--- src/rtl/fp16_pair_packer_pkg.sv ---
`default_nettype none
// ============================================================================
// Module      : fp16_pack_pkg
// Description : Shared constants, flag-bit indices and the pair-packer state
//               type for the fp16 pair packer.
//               Used by fp16_pair_packer and fp16_nan_canon.
// Revision    : 1.0 - initial release
// ============================================================================
package fp16_pack_pkg;

    localparam logic [15:0] FP16_QNAN    = 16'h7E00;
    localparam logic [4:0]  FP16_EXP_MAX = 5'h1F;

    // Bit positions inside the {invalid, underflow, overflow} flag vector
    localparam int FLG_NV = 2;
    localparam int FLG_UF = 1;
    localparam int FLG_OF = 0;

    // EMPTY: no half held; HALF: low half waiting in the holding register
    typedef enum logic [0:0] {
        EMPTY = 1'b0,
        HALF  = 1'b1
    } pack_state_t;

    // NaN: all-ones exponent with a non-zero mantissa
    function automatic logic fp16_is_nan(input logic [15:0] value);
        return (value[14:10] == FP16_EXP_MAX) && (value[9:0] != 10'd0);
    endfunction

endpackage
`default_nettype wire

--- src/rtl/fp16_pair_packer_if.sv ---
`default_nettype none
// ============================================================================
// Module      : fp16_pair_packer_if
// Description : Element-in / packed-word-out handshake bundle of the packer.
//   Input stream  : in_valid, in_ready, in_fp16, in_invalid, in_underflow,
//                   in_overflow, in_last
//   Output stream : out_valid, out_ready, out_data[31:0], out_mask[1:0],
//                   out_last
//   master : drives elements and out_ready (producer/consumer side)
//   slave  : the packer itself
// Revision    : 1.0 - initial release
// ============================================================================
interface fp16_pair_packer_if;

    logic        in_valid;
    logic        in_ready;
    logic [15:0] in_fp16;
    logic        in_invalid;
    logic        in_underflow;
    logic        in_overflow;
    logic        in_last;

    logic        out_valid;
    logic        out_ready;
    logic [31:0] out_data;
    logic [1:0]  out_mask;
    logic        out_last;

    modport master (
        output in_valid, in_fp16, in_invalid, in_underflow, in_overflow,
               in_last, out_ready,
        input  in_ready, out_valid, out_data, out_mask, out_last
    );

    modport slave (
        input  in_valid, in_fp16, in_invalid, in_underflow, in_overflow,
               in_last, out_ready,
        output in_ready, out_valid, out_data, out_mask, out_last
    );

endinterface
`default_nettype wire

--- src/rtl/fp16_pair_packer_nan_canon.sv ---
`default_nettype none
// ============================================================================
// Module      : fp16_nan_canon
// Description : Combinational NaN canonicaliser. Any element flagged invalid,
//               or carrying a NaN encoding, becomes the positive quiet NaN.
//               Only built when FP16_PACK_NAN_CANON_EN is defined.
//   fp16_in  [15:0] in  : raw element
//   invalid         in  : converter invalid flag for the element
//   fp16_out [15:0] out : element after canonicalisation
// Revision    : 1.0 - initial release
// ============================================================================
module fp16_nan_canon
    import fp16_pack_pkg::*;
(
    input  logic [15:0] fp16_in,
    input  logic        invalid,
    output logic [15:0] fp16_out
);

    assign fp16_out = (invalid || fp16_is_nan(fp16_in)) ? FP16_QNAN : fp16_in;

endmodule
`default_nettype wire

--- src/rtl/fp16_pair_packer.sv ---
`default_nettype none
// ============================================================================
// Module      : fp16_pair_packer
// Description : Packs consecutive fp16 elements into 32-bit words (first
//               element in the low half), pads odd vector tails with PAD and
//               accumulates sticky {invalid, underflow, overflow} flags.
//   clk, rst (async, active-high)
//   bus          : fp16_pair_packer_if.slave (element in, packed word out)
//   flags_clr    in  : clear sticky flags (a same-cycle new flag survives)
//   sticky_flags out : {invalid, underflow, overflow}
//   word_count   out : words emitted since reset, wraps
// Build option : FP16_PACK_NAN_CANON_EN - replace invalid/NaN elements by
//                the canonical quiet NaN before packing.
// Revision    : 1.0 - initial release
// ============================================================================
module fp16_pair_packer
    import fp16_pack_pkg::*;
#(
    parameter logic [15:0] PAD   = 16'h0000,
    parameter int          CNT_W = 16
)(
    input  logic                 clk,
    input  logic                 rst,
    fp16_pair_packer_if.slave    bus,
    input  logic                 flags_clr,
    output logic [2:0]           sticky_flags,
    output logic [CNT_W-1:0]     word_count
);

    localparam logic [CNT_W-1:0] c_cnt_one = {{(CNT_W-1){1'b0}}, 1'b1};

    pack_state_t      r_state;
    logic [15:0]      r_hold_lo;
    logic             r_out_valid;
    logic [31:0]      r_out_data;
    logic [1:0]       r_out_mask;
    logic             r_out_last;
    logic [2:0]       r_flags;
    logic [CNT_W-1:0] r_count;

    logic             w_in_ready;
    logic             w_in_fire;
    logic             w_out_fire;
    logic [15:0]      w_elem;
    logic [2:0]       w_new_flags;

    // A new element may enter whenever the output slot is free or is being
    // drained this cycle; a load then replaces the draining word directly.
    assign w_in_ready = !r_out_valid || bus.out_ready;
    assign w_in_fire  = bus.in_valid && w_in_ready;
    assign w_out_fire = r_out_valid && bus.out_ready;

`ifdef FP16_PACK_NAN_CANON_EN
    fp16_nan_canon u_nan_canon (
        .fp16_in  (bus.in_fp16),
        .invalid  (bus.in_invalid),
        .fp16_out (w_elem)
    );
`else
    assign w_elem = bus.in_fp16;
`endif

    always_comb begin
        w_new_flags         = 3'b000;
        w_new_flags[FLG_NV] = bus.in_invalid;
        w_new_flags[FLG_UF] = bus.in_underflow;
        w_new_flags[FLG_OF] = bus.in_overflow;
    end

    always_ff @(posedge clk or posedge rst) begin
        if (rst) begin
            r_state     <= EMPTY;
            r_hold_lo   <= 16'h0000;
            r_out_valid <= 1'b0;
            r_out_data  <= 32'h0000_0000;
            r_out_mask  <= 2'b00;
            r_out_last  <= 1'b0;
            r_flags     <= 3'b000;
            r_count     <= '0;
        end else begin
            // Drain first; a load below overrides this in the same cycle.
            if (w_out_fire) begin
                r_out_valid <= 1'b0;
            end

            if (w_in_fire) begin
                case (r_state)
                    EMPTY: begin
                        if (bus.in_last) begin
                            r_out_valid <= 1'b1;
                            r_out_data  <= {PAD, w_elem};
                            r_out_mask  <= 2'b01;
                            r_out_last  <= 1'b1;
                        end else begin
                            r_hold_lo <= w_elem;
                            r_state   <= HALF;
                        end
                    end
                    HALF: begin
                        r_out_valid <= 1'b1;
                        r_out_data  <= {w_elem, r_hold_lo};
                        r_out_mask  <= 2'b11;
                        r_out_last  <= bus.in_last;
                        r_state     <= EMPTY;
                    end
                    default: r_state <= EMPTY;
                endcase
            end

            r_flags <= (flags_clr ? 3'b000 : r_flags)
                     | (w_in_fire ? w_new_flags : 3'b000);

            if (w_out_fire) begin
                r_count <= r_count + c_cnt_one;
            end
        end
    end

    assign bus.in_ready  = w_in_ready;
    assign bus.out_valid = r_out_valid;
    assign bus.out_data  = r_out_data;
    assign bus.out_mask  = r_out_mask;
    assign bus.out_last  = r_out_last;
    assign sticky_flags  = r_flags;
    assign word_count    = r_count;

endmodule
`default_nettype wire

--- src/flat_wrapper.sv ---
// flat-port wrapper written by rule: the top's interface ports become plain ports
module fp16_pair_packer_flat import fp16_pack_pkg::*;
#(
    parameter logic [15:0] PAD   = 16'h0000,
    parameter int          CNT_W = 16
)
  (clk, rst, flags_clr, sticky_flags, word_count, bus_in_valid, bus_in_fp16, bus_in_invalid, bus_in_underflow, bus_in_overflow, bus_in_last, bus_out_ready, bus_in_ready, bus_out_valid, bus_out_data, bus_out_mask, bus_out_last);
  fp16_pair_packer_if bus_i ();
  input  logic clk;
  input  logic rst;
  input  logic flags_clr;
  output logic [2:0] sticky_flags;
  output logic [CNT_W-1:0] word_count;
  input wire logic [$bits(bus_i.in_valid)-1:0] bus_in_valid;
  input wire logic [$bits(bus_i.in_fp16)-1:0] bus_in_fp16;
  input wire logic [$bits(bus_i.in_invalid)-1:0] bus_in_invalid;
  input wire logic [$bits(bus_i.in_underflow)-1:0] bus_in_underflow;
  input wire logic [$bits(bus_i.in_overflow)-1:0] bus_in_overflow;
  input wire logic [$bits(bus_i.in_last)-1:0] bus_in_last;
  input wire logic [$bits(bus_i.out_ready)-1:0] bus_out_ready;
  output wire logic [$bits(bus_i.in_ready)-1:0] bus_in_ready;
  output wire logic [$bits(bus_i.out_valid)-1:0] bus_out_valid;
  output wire logic [$bits(bus_i.out_data)-1:0] bus_out_data;
  output wire logic [$bits(bus_i.out_mask)-1:0] bus_out_mask;
  output wire logic [$bits(bus_i.out_last)-1:0] bus_out_last;
  assign bus_i.in_valid = bus_in_valid;
  assign bus_i.in_fp16 = bus_in_fp16;
  assign bus_i.in_invalid = bus_in_invalid;
  assign bus_i.in_underflow = bus_in_underflow;
  assign bus_i.in_overflow = bus_in_overflow;
  assign bus_i.in_last = bus_in_last;
  assign bus_i.out_ready = bus_out_ready;
  assign bus_in_ready = bus_i.in_ready;
  assign bus_out_valid = bus_i.out_valid;
  assign bus_out_data = bus_i.out_data;
  assign bus_out_mask = bus_i.out_mask;
  assign bus_out_last = bus_i.out_last;
  fp16_pair_packer #(.PAD(PAD), .CNT_W(CNT_W)) u_core (.clk(clk), .rst(rst), .bus(bus_i), .flags_clr(flags_clr), .sticky_flags(sticky_flags), .word_count(word_count));
endmodule
--- config.mk ---
export PLATFORM = sky130hd
export DESIGN_NAME = fp16_pair_packer_flat
export DESIGN_NICKNAME = d
export VERILOG_FILES = /design/src/rtl/fp16_pair_packer_pkg.sv /design/src/rtl/fp16_pair_packer_if.sv /design/src/rtl/fp16_pair_packer_nan_canon.sv /design/src/rtl/fp16_pair_packer.sv /design/src/flat_wrapper.sv
export SDC_FILE = /design/constraint.sdc
export NUM_CORES = 1
export LEC_CHECK = 0
export ABC_AREA = 1
export ABC_CLOCK_PERIOD_IN_PS = 2700
export CORE_MARGIN = 8
export CORE_UTILIZATION = 30
export DETAILED_ROUTE_END_ITERATION = 8
export GPL_TIMING_DRIVEN = 0
export PLACE_DENSITY_LB_ADDON = 0.3
export SLEW_MARGIN = 20
export SYNTH_ARGS = -nofsm -noshare
export SYNTH_HDL_FRONTEND = slang
export SYNTH_HIERARCHICAL = 1
export SYNTH_SLANG_ARGS = --single-unit
--- constraint.sdc ---
create_clock -name clk -period 2.7 [get_ports clk]
set_clock_uncertainty 0.2 [all_clocks]
set_input_delay 0.405 -clock clk [delete_from_list [all_inputs] [get_ports clk]]
set_output_delay 0.405 -clock clk [all_outputs]
set_load 0.005 [all_outputs]
==> results.sh <==
export IMPL_grt_ovfl_total=0
export IMPL_crit_path_end_kind="output pin"
export IMPL_setup_tns_ps=0
export IMPL_mostFrequentLayoutCells="nand2_1, clkdlybuf4s50_1, dfrtp_1, o21ai_0, inv_1"
export IMPL_finalCriticalPeriod_ps=2141
export IMPL_holdBufCountCts=0
export IMPL_ctsResizeCount=0
export IMPL_area_growth_pct=39.21
export IMPL_grt_max_degree=38
export IMPL_antenna_found_initial=0
export IMPL_rsz0062_at_grt="no"
export IMPL_postSynthAreaPerCell_sq_um=9.120
export IMPL_met1Wirelength_um=3389
export IMPL_synth_area_sq_mm=0.003028
export IMPL_holdWs_ps=237.8
export IMPL_numCtsBuffers=9
export IMPL_wl_met2_um=3606
export IMPL_cp_arrival_ps=1540
export IMPL_first_pass_iters=4
export IMPL_first_global_vias=2485
export IMPL_grt_use_total_pct=12.07
export IMPL_die_h_um=116.5
export IMPL_clkLatencyLatePin_ps=340
export IMPL_yosysTopAreaCellShare_pct=59.50
export IMPL_clock_sinks=72
export IMPL_die_area_sq_mm=0.01356
export IMPL_drc=0
export IMPL_ir_drop_v=0.0003281
export IMPL_top_layer_used="met4"
export IMPL_diodes=0
export IMPL_gp_congestion=0.7925
export IMPL_slew_headroom_pct=69.48
export IMPL_finalNetCount=450
export IMPL_outcome="complete, no violations"
export IMPL_wl_per_cell_um=13.89
export IMPL_hold_viol_final=0
export IMPL_grt_pass1_wl_um=12590
export IMPL_htreeDepth=3
export IMPL_path_class="primary input to output pin"
export IMPL_setup_viol=0
export IMPL_finalCritPeriodShare_pct=79.31
export IMPL_initial_core_util_pct=30.98
export IMPL_cts_root_buf="clkbuf_8"
export IMPL_critPathLaunchType="primary input"
export IMPL_synth_seq_cells=72
export IMPL_p_per_area_mw_per_mm2=756.1
export IMPL_synth_area_leader_cell="dfrtp_1"
export IMPL_post_cts_buffers=0
export IMPL_fillers=982
export IMPL_path_max_fanout=3
export IMPL_clk_pin_slew_ps=80
export IMPL_rrSetupSlack_ps=1110
export IMPL_vias=2504
export IMPL_avgViaCountPerCell=4.456
export IMPL_hold_path_class="primary input to asynchronous set/reset pin"
export IMPL_fmax_ghz=0.4670
export IMPL_required_ps=2100
export IMPL_maxCapViolations=0
export IMPL_drt_iter0_drc=141
export IMPL_ant_nets=0
export IMPL_std_cell_rows=36
export IMPL_yosys_warnings=6
export IMPL_cts_tree="built"
export IMPL_p_total_w=0.003187
export IMPL_wirelength_um=7805
export IMPL_hpwlAfterDp_um=5774
export IMPL_syn_inst=332
export IMPL_synth_seq_area_share_pct=59.50
export IMPL_clk_path_buf_depth=2
export IMPL_layout_commonest_cell="nand2_1"
export IMPL_synth_top_cells_by_area="dfrtp_1, nand2_1, o21ai_0"
export IMPL_drive_gt1_share_pct=9.324
export IMPL_synth_distinct_cells=23
export IMPL_maxSlewViolCount=0
export IMPL_core_area_sq_mm=0.009774
export IMPL_syn_nets=358
export IMPL_die_w_um=116.5
export IMPL_tightest_slew_ps=457.8
export IMPL_io_pins=81
export IMPL_met3_length_um=692
export IMPL_portBuffers=80
export IMPL_p_leak_nw=1.997
[metrics by stage]
stage	instance area (sq um)	instances	setup slack [ps]	utilization, %
floorplan	3028	332	270.1	-
global placement	3995	545	-1016	40.87
detailed placement	4018	546	550.2	41.10
CTS	4215	562	544.2	43.13
global route	4215	562	519.7	43.13
finish	4215	562	558.6	43.13
[cell families after synthesis]
kind of cell / count (synthesis) / share of synthesized area (%)
AO/OA/AOI/OAI: 69 / 11.41
XOR/XNOR: 11 / 3.182
adder cells (fa/ha/maj): 1 / 0.4132
buffers and inverters: 49 / 7.520
flip-flops: 72 / 59.50
AND/OR/NAND/NOR: 130 / 17.98
[sequential cells by signal, summed over array words and instances, names as in the netlist]
name	cells
u_core/bus.out_data	32
u_core/r_hold_lo	16
u_core/word_count	16
u_core/sticky_flags	3
u_core/bus.out_mask	2
u_core/bus.out_last	1
u_core/bus.out_valid	1
u_core/r_state	1
[cell type report]
class	instances	area (sq um)	area share (%)
clock buffer	11	141.4	3.354
timing repair buffer	81	820.8	19.47
multi-input combinational	211	998.5	23.69
buffer	12	86.33	2.048
inverter	37	143.9	3.413
tap	133	166.4	3.948
clock inverter	5	56.30	1.336
sequential	72	1802	42.74
[synthesized netlist by cell type (all sizes together)]
| library cell | count |
|---|---|
| buf | 10 |
| clkbuf | 2 |
| dfrtp | 72 |
| ha | 1 |
| inv | 37 |
| nand2 | 102 |
| nand3 | 10 |
| nand4 | 3 |
| nor2 | 12 |
| nor3 | 2 |
| o21ai | 69 |
| or2 | 1 |
| xnor2 | 6 |
| xor2 | 5 |
[critical path, stage by stage]
cell and delay (ps):
clkdlybuf4s50_1 490, inv_1 60, nand2_2 80, clkdlybuf4s50_1 500
[per-layer routing]
layer	vias to the layer above	GRT usage, %
li1	1236	-
met1	1191	14.92
met2	68	18.99
met3	9	3.981
met4	0	4.927
met5	-	0
[report_power, final]
group	switching (W)	internal, W	total, W
clock network	0.000394	0.000451	0.000845
logic	0.000367	0.000491	0.000857
registers	0.000157	0.00133	0.00148
total	0.000919	0.00227	0.00319
[path summary, 6_finish.rpt]
check / depth (start not counted) / start / end
max: 4 / bus_out_ready / bus_in_ready
min: 2 / rst / u_core/r_hold_lo[6]
max reg2reg: 5 / u_core/word_count[0] / u_core/word_count[10]
min reg2reg: 2 / u_core/bus.out_mask[1] / u_core/bus.out_mask[1]
max in group asynchronous: 3 / rst / u_core/word_count[15]
min in group clk: 2 / u_core/bus.out_mask[1] / u_core/bus.out_mask[1]
No activity file was read; power rests on OpenSTA's default activity.
